$ cat config.mk
export PLATFORM = sky130hd
export DESIGN_NAME = counter_bank
export DESIGN_NICKNAME = d
export VERILOG_FILES = /design/src/rtl/counter_bank.sv
export SDC_FILE = /design/constraint.sdc
export NUM_CORES = 1
export LEC_CHECK = 0
export CAP_MARGIN = 10
export CORE_ASPECT_RATIO = 0.75
export CORE_MARGIN = 2
export CORE_UTILIZATION = 40
export CTS_CLUSTER_DIAMETER = 30
export CTS_CLUSTER_SIZE = 16
export DETAILED_ROUTE_END_ITERATION = 10
export GPL_ROUTABILITY_DRIVEN = 0
export PLACE_DENSITY = 0.64
export SETUP_SLACK_MARGIN = 0.4
export SYNTH_ARGS = -nofsm -noshare
export SYNTH_HDL_FRONTEND = slang
export SYNTH_SLANG_ARGS = --single-unit
$ cat constraint.sdc
create_clock -name sys_clk -period 13.3 [get_ports sys_clk]
set_input_delay 1.33 -clock sys_clk [delete_from_list [all_inputs] [get_ports sys_clk]]
set_output_delay 1.33 -clock sys_clk [all_outputs]
set_load 0.01 [all_outputs]
$ cat src/rtl/counter_bank.sv
// counter_bank: N_CH independent up/down counters in the sys_clk domain.
// Each channel has a free-running prescaler, clear/load/up/down controls,
// wrap or saturate behaviour at the limits, and a compare-match pulse.
// All per-channel vectors are packed with channel i at [i*W +: W].
//
// Ports:
//   sys_clk, reset  clock; asynchronous active-high reset
//   div_reload      per-channel prescaler reload (tick period = reload+1)
//   ch_enable       prescaler tick auto-increments the channel
//   wrap_mode       1 = wrap at limits, 0 = saturate
//   ch_clear        level clear of count (highest priority)
//   load_pulse      load load_value
//   up_pulse        increment
//   down_pulse      decrement
//   cmp_value       compare value
//   count           registered count
//   tick            prescaler tick, 1 cycle wide
//   eq_zero         registered count == 0
//   cmp_hit         pulse when count becomes equal to cmp_value
//   overflow        pulse when an increment is attempted at all-ones
//   underflow       pulse when a decrement is attempted at zero
module counter_bank #(
  parameter int unsigned N_CH  = 4,
  parameter int unsigned WIDTH = 8,
  parameter int unsigned DIV_W = 24
) (
  input  logic                    sys_clk,
  input  logic                    reset,
  input  logic [N_CH*DIV_W-1:0]   div_reload,
  input  logic [N_CH-1:0]         ch_enable,
  input  logic [N_CH-1:0]         wrap_mode,
  input  logic [N_CH-1:0]         ch_clear,
  input  logic [N_CH-1:0]         load_pulse,
  input  logic [N_CH*WIDTH-1:0]   load_value,
  input  logic [N_CH-1:0]         up_pulse,
  input  logic [N_CH-1:0]         down_pulse,
  input  logic [N_CH*WIDTH-1:0]   cmp_value,
  output logic [N_CH*WIDTH-1:0]   count,
  output logic [N_CH-1:0]         tick,
  output logic [N_CH-1:0]         eq_zero,
  output logic [N_CH-1:0]         cmp_hit,
  output logic [N_CH-1:0]         overflow,
  output logic [N_CH-1:0]         underflow
);

  logic [N_CH*DIV_W-1:0] div_q;
  logic [N_CH*WIDTH-1:0] count_nxt;
  logic [N_CH-1:0]       ovf_nxt;
  logic [N_CH-1:0]       unf_nxt;
  logic [N_CH-1:0]       match;
  logic [N_CH-1:0]       prev_match;
  logic [WIDTH-1:0]      cur;
  logic                  do_inc;
  logic                  do_dec;

  always_comb begin
    count_nxt = count;
    ovf_nxt   = '0;
    unf_nxt   = '0;
    match     = '0;
    cur       = '0;
    do_inc    = 1'b0;
    do_dec    = 1'b0;
    for (int unsigned i = 0; i < N_CH; i++) begin
      cur      = count[i*WIDTH +: WIDTH];
      match[i] = (cur == cmp_value[i*WIDTH +: WIDTH]);
      do_inc   = 1'b0;
      do_dec   = 1'b0;
      if (ch_clear[i]) begin
        count_nxt[i*WIDTH +: WIDTH] = '0;
      end else if (load_pulse[i]) begin
        count_nxt[i*WIDTH +: WIDTH] = load_value[i*WIDTH +: WIDTH];
      end else if (up_pulse[i] && down_pulse[i]) begin
        // Opposing pulses cancel; a coincident tick is dropped too.
        count_nxt[i*WIDTH +: WIDTH] = cur;
      end else if (up_pulse[i]) begin
        do_inc = 1'b1;
      end else if (down_pulse[i]) begin
        do_dec = 1'b1;
      end else if (tick[i] && ch_enable[i]) begin
        do_inc = 1'b1;
      end

      if (do_inc) begin
        if (cur == '1) begin
          ovf_nxt[i] = 1'b1;
          if (wrap_mode[i]) count_nxt[i*WIDTH +: WIDTH] = '0;
        end else begin
          count_nxt[i*WIDTH +: WIDTH] = cur + WIDTH'(1);
        end
      end
      if (do_dec) begin
        if (cur == '0) begin
          unf_nxt[i] = 1'b1;
          if (wrap_mode[i]) count_nxt[i*WIDTH +: WIDTH] = '1;
        end else begin
          count_nxt[i*WIDTH +: WIDTH] = cur - WIDTH'(1);
        end
      end
    end
  end

  always_ff @(posedge sys_clk or posedge reset) begin
    if (reset) begin
      div_q      <= '0;
      tick       <= '0;
      count      <= '0;
      eq_zero    <= '0;
      cmp_hit    <= '0;
      overflow   <= '0;
      underflow  <= '0;
      prev_match <= '0;
    end else begin
      count      <= count_nxt;
      overflow   <= ovf_nxt;
      underflow  <= unf_nxt;
      cmp_hit    <= match & ~prev_match;
      prev_match <= match;
      for (int unsigned i = 0; i < N_CH; i++) begin
        eq_zero[i] <= (count[i*WIDTH +: WIDTH] == '0);
        // Reload is sampled only when the divider expires, so a new
        // div_reload takes effect at the next period boundary.
        if (div_q[i*DIV_W +: DIV_W] == '0) begin
          div_q[i*DIV_W +: DIV_W] <= div_reload[i*DIV_W +: DIV_W];
          tick[i]                 <= 1'b1;
        end else begin
          div_q[i*DIV_W +: DIV_W] <= div_q[i*DIV_W +: DIV_W] - DIV_W'(1);
          tick[i]                 <= 1'b0;
        end
      end
    end
  end

endmodule

* Word level (Yosys, flattened, before mapping)
Index checks and enable logic that the tools add are counted.
** Storage, ports and cells
- Flip-flop bits (word level) :: 152
- Bits of input ports :: 186
- Output and inout bits :: 52
- Logic and storage cells :: 146
** Operators by class
- Add/sub/neg operators :: 12
- Equal/unequal tests :: 8
- Multiplexer cells :: 100
- Bitwise gates (word level) :: 2
- Reduce and logical (&&, ||, !) cells :: 16
** Operators by type and width (number)
- $mux W8 :: 32
- $logic_not A24 Y1 :: 4
- $mux W24 :: 4
- $sub A24 B1 Y24 const B :: 4
- $mux W1 :: 64
- $add A8 B1 Y8 const B :: 4
- $eq A8 B8 Y1 :: 4
- $eq A8 B8 Y1 const B :: 4
- $logic_not A8 Y1 :: 4
- $sub A8 B1 Y8 const B :: 4
- $logic_and A1 B1 Y1 :: 8
- $and A4 B4 Y4 :: 1
- $not A4 Y4 :: 1

* Logic depth before layout (Yosys ltp)
Gate-level depths: netlist of the first run.
- Word-level depth :: 11
- Depth in mapped cells :: 9

* Least setup slack after synthesis of the first run
Ideal clock, no wire load.
- Path kind :: input-to-reg
- Start point :: in load_pulse[2]
- End point :: reg count[22]
- Arrival time :: 2898 ps
- Data required time :: 13144 ps
- Setup slack :: 10246 ps
- Stages on the path :: 5
- Path through :: clkbuf_1 nor4_1 a21oi_1 a221oi_1 a21oi_1
** On the way
- Word-level cells in the longest chain between the ends :: 8
- Elaborated cells on any way between the ends :: 12
** RTL lines
- from (decl) :: line 33 : input logic [N_CH-1:0] load_pulse,
- $mux W8 :: line 71 : end else if (load_pulse[i]) begin
- $mux W8 :: line 69 : if (ch_clear[i]) begin
- $mux W8 :: line 87 : if (wrap_mode[i]) count_nxt[i*WIDTH +: WIDTH] = '0;
- $mux W8 :: line 85 : if (cur == '1) begin
- $mux W8 :: line 84 : if (do_inc) begin
- $mux W8 :: line 95 : if (wrap_mode[i]) count_nxt[i*WIDTH +: WIDTH] = '1;
- $mux W8 :: line 93 : if (cur == '0) begin
- $mux W8 * :: line 92 : if (do_dec) begin
- via count_nxt[22] :: line 47 : logic [N_CH*WIDTH-1:0] count_nxt;
- to (signal assigned) :: line 114 : count <= count_nxt;
- to (decl) :: line 38 : output logic [N_CH*WIDTH-1:0] count,
The timed path passes the listed nets; every way through them passes the cells marked *.

* Final worst setup path of the first run
- Start point :: in load_pulse[1]
- End point :: reg count[9]
The elaborated chain is that of the path after synthesis.

==> metrics.yaml, run 1 <==
min_from: "prev_match[2]"
grt_usage_pct: 20.71
ys_ff_latch: 152
fill_cells: 2096
cts-resized-gates: 0
power_density_nw_per_um2: 124.0
cts_max_level: 4
dpl_worst_slack_ns: 9.343
io_buffers: 237
drc: 0
viasPerCell: 5.391
timing_max_transition_violations_final: 0
min_path_type: "reg -> reg"
holdPathStages: 1
worstSetupEndpointType: "flip-flop"
grt_pass1_vias: 8117
drive_above_1_share_pct: 6.414
grt_antenna_before_repair: 0
final_hold_viol_count: 0
yosysTopAreaCell: "dfrtp_1"
crit_family: "compound AO/OA/AOI/OAI gates"
fin_crit_sh_pct: 26.98
yosysUniqueCellTypes: 65
drt_iter0_markers: 644
final_area_um2: 12670
period_minus_slack_ns: 3.589
outcome: "finished, final reports clean"
clk_latency_ns: 0.42
syn_inst: 1072
worst_pin_slew_ns: 1.074
whs_ns: 0.4023
fin_ws_ns: 9.711
rsz0062_at_grt: "false"
core_area_um2: 23120
netlist.area_leader.share_pct: 40.13
reg2reg_slack_ns: 10.37
cp.required_ns: 13.61
numCtsBuffers: 17
routedWlPerCell_um: 16.03
fin_skew_ns: 0.01250
seq_area_frac_synth_pct: 40.13
nets: 1487
totalNegativeSetupSlack_ns: 0
clock_sinks: 152
first_pass_iters: 5
arrival_ns: 3.90
crit_chain: "clkdlybuf4s50_1 -> nor4_1 -> a21oi_1 -> a221o_1 -> a21o_1"
critPathKind: "in -> reg"
ys.warnings.count: 0
rows: 48
grt_pass1_wl_um: 41830
fp.dieArea_um2: 24960
area.growth.synth_to_final_pct: 33.63
synth_nets: 1278
synth_edf_count: 0
max_cap_viol_count: 0
min_to: "cmp_hit[2]"
ff2ff_path_depth: 7
start_kind: "input pin"
die_width_um: 181.8
overflow: 0
drt-total-wl_um: 25570
async_flop_share_pct: 100.0
root_buffer: "clkbuf_16"
boundaryPins: 238
leakage_nw: 4.926
synth-main-ff-cell: "dfrtp_1"
syn_area_um2: 9479
slew_headroom_pct: 28.21
grt_max_degree: 96
detailed_place_hpwl_um: 18820
clk_pin_slew_ns: 0.07
dr_total_vias: 8599
place_area_um2: 12060
die_h_um: 137.3
crit_buf_inv: 1
drtAntennaViolNets: 0
slowest_stage: "nor4_1"
critPathMaxStageDelay_ns: 0.94
cts_tree: "yes"
setup_violations: 0
final_core_util_pct: 54.78
vdd.ir_drop.worst_mv: 0.07665
cts_setup_buffers: 0
netlist_top_cells_area: "dfrtp_1 40%, xnor2_1 9.3%, a21oi_1 6.5%, nor2_1 5.8%, xor2_1 3.0%"
clockBufferDepth: 2
cts_hold_buf: 0
avgSynthCellArea_um2: 8.842
worstReg2RegStart: "div_q[24]"
max_clock_freq_ghz: 0.2787
crit_path_max_fanout: 12
start_util_pct: 41.00
reg2reg_to: "div_q[42]"
layout make-up:
type                            count  area, um^2  area share, %
Clock inverter                     14       163.9          1.294
Inverter                           33       128.9          1.017
Multi-Input combinational cell    835        5344          42.19
Timing Repair Buffer              242        2410          19.02
Antenna cell                        1       2.502        0.01976
Sequential cell                   152        3804          30.03
Tap cell                          300       375.4          2.963
Clock buffer                       18       439.2          3.467
cell usage in the layout (no fill, tap or decap), types with 5 or more instances in the layout:
cell,instances
nor3b_1,6
buf_4,5
xor2_1,32
nor2_1,146
and3_1,12
o22ai_1,7
a221oi_1,15
mux2_2,23
o211ai_1,9
nor4_1,24
a31oi_1,8
nand4_1,17
nor3_1,39
nand3_1,30
or4b_2,5
ha_1,20
dfrtp_1,152
inv_1,32
mux2i_1,5
or2_2,6
nand2_1,50
o31ai_1,5
o21ai_0,27
nor4b_1,10
or3_1,24
or4_1,17
xnor2_1,101
a21oi_1,123
o21a_1,7
clkdlybuf4s50_1,237
nand2b_1,7
clkbuf_16,17
power by group:
group	internal [mW]	total [mW]	leakage [nW]	switching, mW
Clock	0.287	0.497	0.297	0.210
Combinational	0.226	0.404	2.75	0.179
Sequential	0.550	0.670	1.87	0.120
Total	1.06	1.57	4.93	0.508
per-layer routing:
layer	GRT usage, %	up-vias	share of wire [%]
met5	0	-	0
met4	4.110	0	0.58
met2	31.95	285	44
met3	3.807	14	5.8
li1	-	4263	-
met1	30.47	4037	50
flip-flops by register name, summed over array words and instances, names as in the netlist:
name        flops
eq_zero         4
div_q          96
count          32
overflow        4
tick            4
underflow       4
cmp_hit         4
prev_match      4
synthesized netlist by cell type, types with 3 or more instances:
cell type  count
dfrtp_1      152
nor2_1       146
a21oi_1      123
xnor2_1      101
nand2_1       50
clkbuf_1      43
nor3_1        39
inv_1         33
xor2_1        32
nand3_1       30
o21ai_0       27
nor4_1        24
or3_1         24
mux2_2        23
ha_1          20
nand4_1       17
or4_1         17
a221oi_1      15
and3_1        12
nor4b_1       10
o211ai_1       9
a31oi_1        8
nand2b_1       7
o21a_1         7
o22ai_1        7
nor3b_1        6
or2_2          6
mux2i_1        5
o31ai_1        5
or4b_2         5
a21boi_0       4
a22oi_1        4
a32oi_1        4
and2_1         4
buf_1          4
buf_2          4
nand3b_1       4
a211o_1        3
nor2b_1        3
o31a_1         3
o41ai_1        3
worst max path at each step:
stage / startpoint / end / cells past startpoint
detailed placement: load_pulse[1] / count[9] / 5
CTS: load_pulse[1] / count[9] / 5
global placement: load_pulse[1] / count[9] / 5
finish: load_pulse[1] / count[9] / 5
floorplan: reset / cmp_hit[0] / 1
global route: load_pulse[0] / count[5] / 6
metrics by stage:
stage	instances	power, mW
2_1_floorplan	1072	0.9224
3_3_place_gp	1562	1.072
3_5_place_dp	1562	1.079
4_1_cts	1594	1.587
5_1_grt	1594	1.676
6_report	1595	1.571
worst register-to-register path, cell delays in order (launching register included):
cell and delay, ns:
dfrtp_1 0.42, inv_1 0.10, ha_1 0.17, or4b_2 0.63
nor4_1 0.34, nand2_1 0.69, nor2_1 0.38, a21oi_1 0.08
cell families (layout without fill, tap and decap cells):
logic type                 count (synthesis)  count (layout)  synth area share, %
AOI/OAI and AO/OA                        233             233                14.85
xor gates and xnor gates                 133             133                12.29
DFF                                      152             152                40.13
muxes                                     28              28                3.260
adders and majority gates                 20              20                2.640
other                                      0               1                    0
buffers and inverters                     85             307                3.498
and+or+nand+nor                          421             421                23.34
No activity file was read; power rests on OpenSTA's default activity.
==> inputs of run 2 (changes only) <==
Settings changed: PLACE_DENSITY 0.64 to 0.67.
Clock period 13.3 ns to 3.25 ns, I/O delays scaled along.
==> metrics.yaml, run 2 (same netlist as run 1, synthesis figures left out) <==
fill_cells: 2088  # -0.38%
antenna_cells: 0  # -1
crit_chain: "inv_1 -> ha_1 -> or4b_1 -> nor3_4 -> or4b_2 -> xor2_1 -> a21oi_1"
grt_pass1_wl_um: 41610  # -0.54%
root_buffer: "clkbuf_16"
clk_latency_ns: 0.42  # about the same
worstSetupEndpointType: "flip-flop"
clk_pin_slew_ns: 0.07  # about the same
rsz0062_at_grt: "false"
outcome: "finished, final reports clean"
detailed_place_hpwl_um: 18670  # -0.78%
clockBufferDepth: 2  # unchanged
boundaryPins: 238  # unchanged
reg.largest.list: "div_q: 96 flops, count: 32 flops"
drt_iter0_markers: 704  # +9.3%
leakage_nw: 4.999  # +1.5%
largest_reg_flops: 96  # unchanged
die_width_um: 181.8  # unchanged
area.growth.synth_to_final_pct: 35.08
max_clock_freq_ghz: 0.3808
final_cell_mix: "237 x clkdlybuf4s50_1, 152 x dfrtp_1, 146 x nor2_1"
clock_sinks: 152  # unchanged
grt_max_degree: 73  # -24%
cp.required_ns: 3.58  # -10.03 ns
overflow: 0  # unchanged
drive_above_1_share_pct: 7.422  # +1.0 points
worst_pin_slew_ns: 0.7709  # -0.3033 ns
arrival_ns: 2.96  # -0.94 ns
cts_tree: "yes"
final_hold_viol_count: 0  # unchanged
grt_pass1_vias: 8228  # +1.4%
fp.dieArea_um2: 24960  # unchanged
fin_crit_sh_pct: 80.81
final_common_cell: "clkdlybuf4s50_1"
power_density_nw_per_um2: 508.1  # +310%
setup_violations: 0  # unchanged
routedWlPerCell_um: 15.84  # -1.2%
start_kind: "flip-flop"
viasPerCell: 5.452  # +1.1%
period_minus_slack_ns: 2.626
timing_max_transition_violations_final: 0  # unchanged
min_path_type: "in -> async"
regMostFlops: "div_q"
critPathMaxStageDelay_ns: 0.63  # -0.31 ns
critPathKind: "reg -> reg"
start_util_pct: 41.00  # unchanged
slew_headroom_pct: 48.13  # +20 points
max_cap_viol_count: 0  # unchanged
drc: 0  # unchanged
first_pass_iters: 5  # unchanged
cts_setup_buffers: 0  # unchanged
slowest_stage: "or4b_2"
numCtsBuffers: 17  # unchanged
cts_max_level: 4  # unchanged
totalNegativeSetupSlack_ns: 0  # unchanged
drt-total-wl_um: 25450  # -0.45%
crit_path_max_fanout: 7  # -5
nets: 1500  # +0.87%
die_h_um: 137.3  # unchanged
rows: 48  # unchanged
dr_total_vias: 8761  # +1.9%
reg2reg_slack_ns: 0.62  # -9.75 ns
cts_hold_buf: 0  # unchanged
grt_usage_pct: 20.45  # -0.26 points
grt_antenna_before_repair: 0  # unchanged
final_core_util_pct: 55.38  # +0.60 points
core_area_um2: 23120  # unchanged
vdd.ir_drop.worst_mv: 0.3214  # +320%
drtAntennaViolNets: 0  # unchanged
fin_skew_ns: 0.01259  # +0.00009080 ns
io_buffers: 237  # unchanged
-- run 2: cell types whose count changed in the layout (fill, tap and decap cells not counted) --
| cell | change |
|---|---|
| inv_8 | -3 |
| or3_2 | +1 |
| clkbuf_8 | +1 |
| buf_12 | +2 |
| or3_1 | -1 |
| bufinv_16 | +1 |
| buf_4 | +11 |
| clkinvlp_4 | +2 |
| inv_6 | -1 |
| diode_2 | -1 |
-- run 2: what timing repair did --
action | in CTS | in global routing
endpoints found under the hold margin | 0 | 0
gates resized for setup | 0 | 1
endpoints found under the setup margin | 0 | 1
-- run 2: layout make-up --
type | instances | area, um^2 | area share (%)
clock buffers | 19 | 452.9 | 3.537
repair buffers | 255 | 2532 | 19.78
multi-input cells | 835 | 5345 | 41.74
well taps | 300 | 375.4 | 2.931
inverters | 33 | 127.6 | 0.9967
clock inverters | 13 | 167.7 | 1.309
flip-flops and latches | 152 | 3804 | 29.70
-- run 2: worst max-delay path: cells and delay by family, from the launching register on --
kind,cells,cell delay (ns)
AOI/OAI and AO/OA,1,0.12
adders and majority gates,1,0.22
xor gates and xnor gates,1,0.16
buffers and inverters,1,0.10
and+or+nand+nor,3,1.53
DFF,1,0.41
-- run 2: layer usage --
metal	vias to the layer above	global-route usage, %	part of all wire [%]
li1	4303	-	-
met1	4148	29.51	49
met2	290	31.69	45
met3	20	4.150	5.9
met4	0	4.607	0.95
met5	-	0	0
-- run 2: final timing paths --
kind	start	end	cells past startpoint
max	div_q[48]	div_q[70]	7
min	reset	div_q[93]	2
max reg2reg	div_q[48]	div_q[70]	7
min reg2reg	prev_match[1]	cmp_hit[1]	1
max in group asynchronous	reset	div_q[43]	3
min in group sys_clk	prev_match[1]	cmp_hit[1]	1
-- run 2: through the flow --
step | total power [mW] | hold WS (ns) | instance area, um^2 | setup WS (ns) | std cells
detailed placement | 4.439 | 0.3979 | 12180 | 0.6204 | 1575
global placement | 4.392 | 0.3889 | 12180 | 0.7383 | 1575
global route | 6.898 | 0.3805 | 12800 | 0.4616 | 1607
floorplan | 3.775 | 0.3863 | 9483 | 0.8234 | 1072
finish | 6.507 | 0.3375 | 12800 | 0.6236 | 1607
CTS | 6.569 | 0.3441 | 12800 | 0.6102 | 1607
-- run 2: power breakdown --
group,switching [mW],internal (mW),leakage (nW)
Clock,0.828,1.26,0.300
Sequential,0.477,2.25,1.87
Combinational,0.757,0.937,2.82
==> inputs of run 3 (changes only) <==
Settings changed: PLACE_DENSITY 0.67 to 0.64.
Clock period 3.25 ns to 2.44 ns, I/O delays scaled along.
==> metrics.yaml, run 3 (same netlist as run 1, synthesis figures left out) <==
outcome: "finished, final reports clean"
start_kind: "flip-flop"
vdd.ir_drop.worst_mv: 0.5067  # +58%
gr-usage-met2_pct: 33.61  # +1.9 points
max_clock_freq_ghz: 0.4374  # +15%
die_h_um: 137.3  # unchanged
clk_latency_ns: 0.44  # +0.02 ns
final_common_cell: "clkdlybuf4s50_1"
nets: 1602  # +6.8%
seqPwrFrac_pct: 39.7  # -2.2 points
whs_ns: 0.2737  # -0.06380 ns
leakage_nw: 5.647  # +13%
drc: 0  # unchanged
power_density_nw_per_um2: 637.4  # +25%
critPathKind: "reg -> reg"
crit_family: "simple AND/OR/NAND/NOR gates"
crit_cells: 8  # +1
viasPerCell: 5.409  # -0.79%
crit_chain: "inv_1 -> ha_4 -> or4b_4 -> nor4_4 -> nand2_4 -> clkbuf_16 -> nor2_1 -> a21oi_1"
root_buffer: "clkbuf_16"
reg.largest.list: "div_q: 96 flops, count: 32 flops"
grt_pass1_wl_um: 44390  # +6.7%
core_area_um2: 23120  # unchanged
grt_usage_pct: 22.23  # +1.8 points
boundaryPins: 238  # unchanged
p_switching_mw: 3.028  # +47%
totalNegativeSetupSlack_ns: 0  # unchanged
die_width_um: 181.8  # unchanged
clock_sinks: 152  # unchanged
reg2reg_slack_ns: 0.15  # -0.47 ns
rsz0062_at_grt: "true"
fill_cells: 1939  # -7.1%
crit_path_max_fanout: 6  # -1
max_cap_viol_count: 0  # unchanged
regMostFlops: "div_q"
worst_pin_slew_ns: 0.6723  # -0.09860 ns
final_cell_mix: "237 x clkdlybuf4s50_1, 143 x dfrtp_1, 121 x nor2_1"
drtAntennaViolNets: 0  # unchanged
drive_above_1_share_pct: 21.79  # +14 points
first_pass_iters: 5  # unchanged
dr_total_vias: 9254  # +5.6%
detailed_place_hpwl_um: 20050  # +7.4%
ff2ff_path_depth: 8  # +1
fp.dieArea_um2: 24960  # unchanged
routedWlPerCell_um: 17.29  # +9.2%
period_minus_slack_ns: 2.286  # -0.3404 ns
numCtsBuffers: 17  # unchanged
worstReg2RegStart: "div_q[25]"
p_clk_share_pct: 28.5  # -3.6 points
cp.required_ns: 2.75  # -0.83 ns
reg2reg_to: "div_q[41]"
p_int_mw: 6.067  # +36%
slew_headroom_pct: 55.18  # +7.0 points
final_hold_viol_count: 0  # unchanged
grt_pass1_vias: 8607  # +4.6%
clk_pin_slew_ns: 0.07  # about the same
swShare_pct: 33.29  # +1.6 points
fin_skew_ns: 0.01323  # +0.0006326 ns
use_met1_pct: 32.39  # +2.9 points
cts_tree: "yes"
worstSetupEndpointType: "flip-flop"
grt_use_met3_pct: 4.652  # +0.50 points
crit_end: "div_q[41]"
crit_buf_inv: 2  # +1
arrival_ns: 2.59  # -0.37 ns
slowest_stage: "or4b_4"
comb_power_share_pct: 31.8  # +5.8 points
grt_max_degree: 58  # -21%
min_path_type: "in -> async"
cts_max_level: 4  # unchanged
rows: 48  # unchanged
drt_iter0_markers: 616  # -13%
grt_antenna_before_repair: 2  # +2
timing_max_transition_violations_final: 0  # unchanged
critPathMaxStageDelay_ns: 0.50  # -0.13 ns
setup_violations: 0  # unchanged
area.growth.synth_to_final_pct: 50.53
io_buffers: 237  # unchanged
start_util_pct: 41.00  # unchanged
grt.busiest_layer: "met2"
overflow: 0  # unchanged
largest_reg_flops: 96  # unchanged
fin_crit_sh_pct: 93.69  # +13 points
critPathLaunch: "div_q[25]"
drt-total-wl_um: 29590  # +16%
clockBufferDepth: 2  # unchanged
==> run 3: worst min-delay path by stage <==
stage	start	to	cells past startpoint
6_report	reset	count[23]	3
5_1_grt	reset	count[27]	3
4_1_cts	reset	count[19]	3
3_5_place_dp	prev_match[2]	cmp_hit[2]	1
3_3_place_gp	prev_match[1]	cmp_hit[1]	1
2_1_floorplan	div_reload[28]	div_q[28]	1
==> run 3: cell type report <==
class / count / area, um^2 / area share [%]
clock inverter: 13 / 120.1 / 0.8418
clock buffer: 19 / 452.9 / 3.174
tap: 300 / 375.4 / 2.631
antenna: 2 / 5.005 / 0.03508
sequential: 152 / 3815 / 26.74
inverter: 33 / 127.6 / 0.8944
multi-input combinational: 843 / 6040 / 42.33
timing repair buffer: 349 / 3333 / 23.36
==> run 3: routing by layer <==
layer  share of wire (%)  vias up
met4                 1.8        0
met1                  48     4406
met5                   0        -
met2                  44      277
met3                 5.6       32
li1                    -     4539
==> run 3: repair_timing <==
item                       in CTS  in global routing
gates cloned                    3                 10
buffers inserted               17                 24
gates resized for setup        23                 95
pin swaps                      11                 19
setup endpoints to repair     105                108
hold buffers                    0                  0
==> run 3: stage by stage <==
| step | cells | setup WS (ns) | area, um^2 | util, % | power [mW] |
|---|---|---|---|---|---|
| after global placement | 1623 | 0.1912 | 12770 | 55.24 | 6.054 |
| after CTS | 1675 | 0.2959 | 13590 | 58.76 | 8.875 |
| final | 1711 | 0.1540 | 14270 | 61.71 | 9.095 |
| after detailed placement | 1623 | 0.1553 | 12770 | 55.24 | 6.109 |
| after global routing | 1710 | 0.1306 | 14270 | 61.70 | 9.611 |
| after floorplan | 1072 | 0.2215 | 9804 | - | 5.142 |
==> run 3: worst min-delay path, cell delays in order <==
cell and delay (ns):
clkdlybuf4s50_1 0.44, clkinvlp_4 0.12, buf_12 0.28
==> run 3: power groups by stage <==
| stage | Sequential, mW | Clock [mW] | Combinational, mW |
|---|---|---|---|
| floorplan | 3.50 | 0 | 1.64 |
| global placement | 3.61 | 0 | 2.44 |
| detailed placement | 3.63 | 0 | 2.48 |
| CTS | 3.58 | 2.66 | 2.64 |
| global route | 3.68 | 2.76 | 3.17 |
| finish | 3.61 | 2.59 | 2.90 |
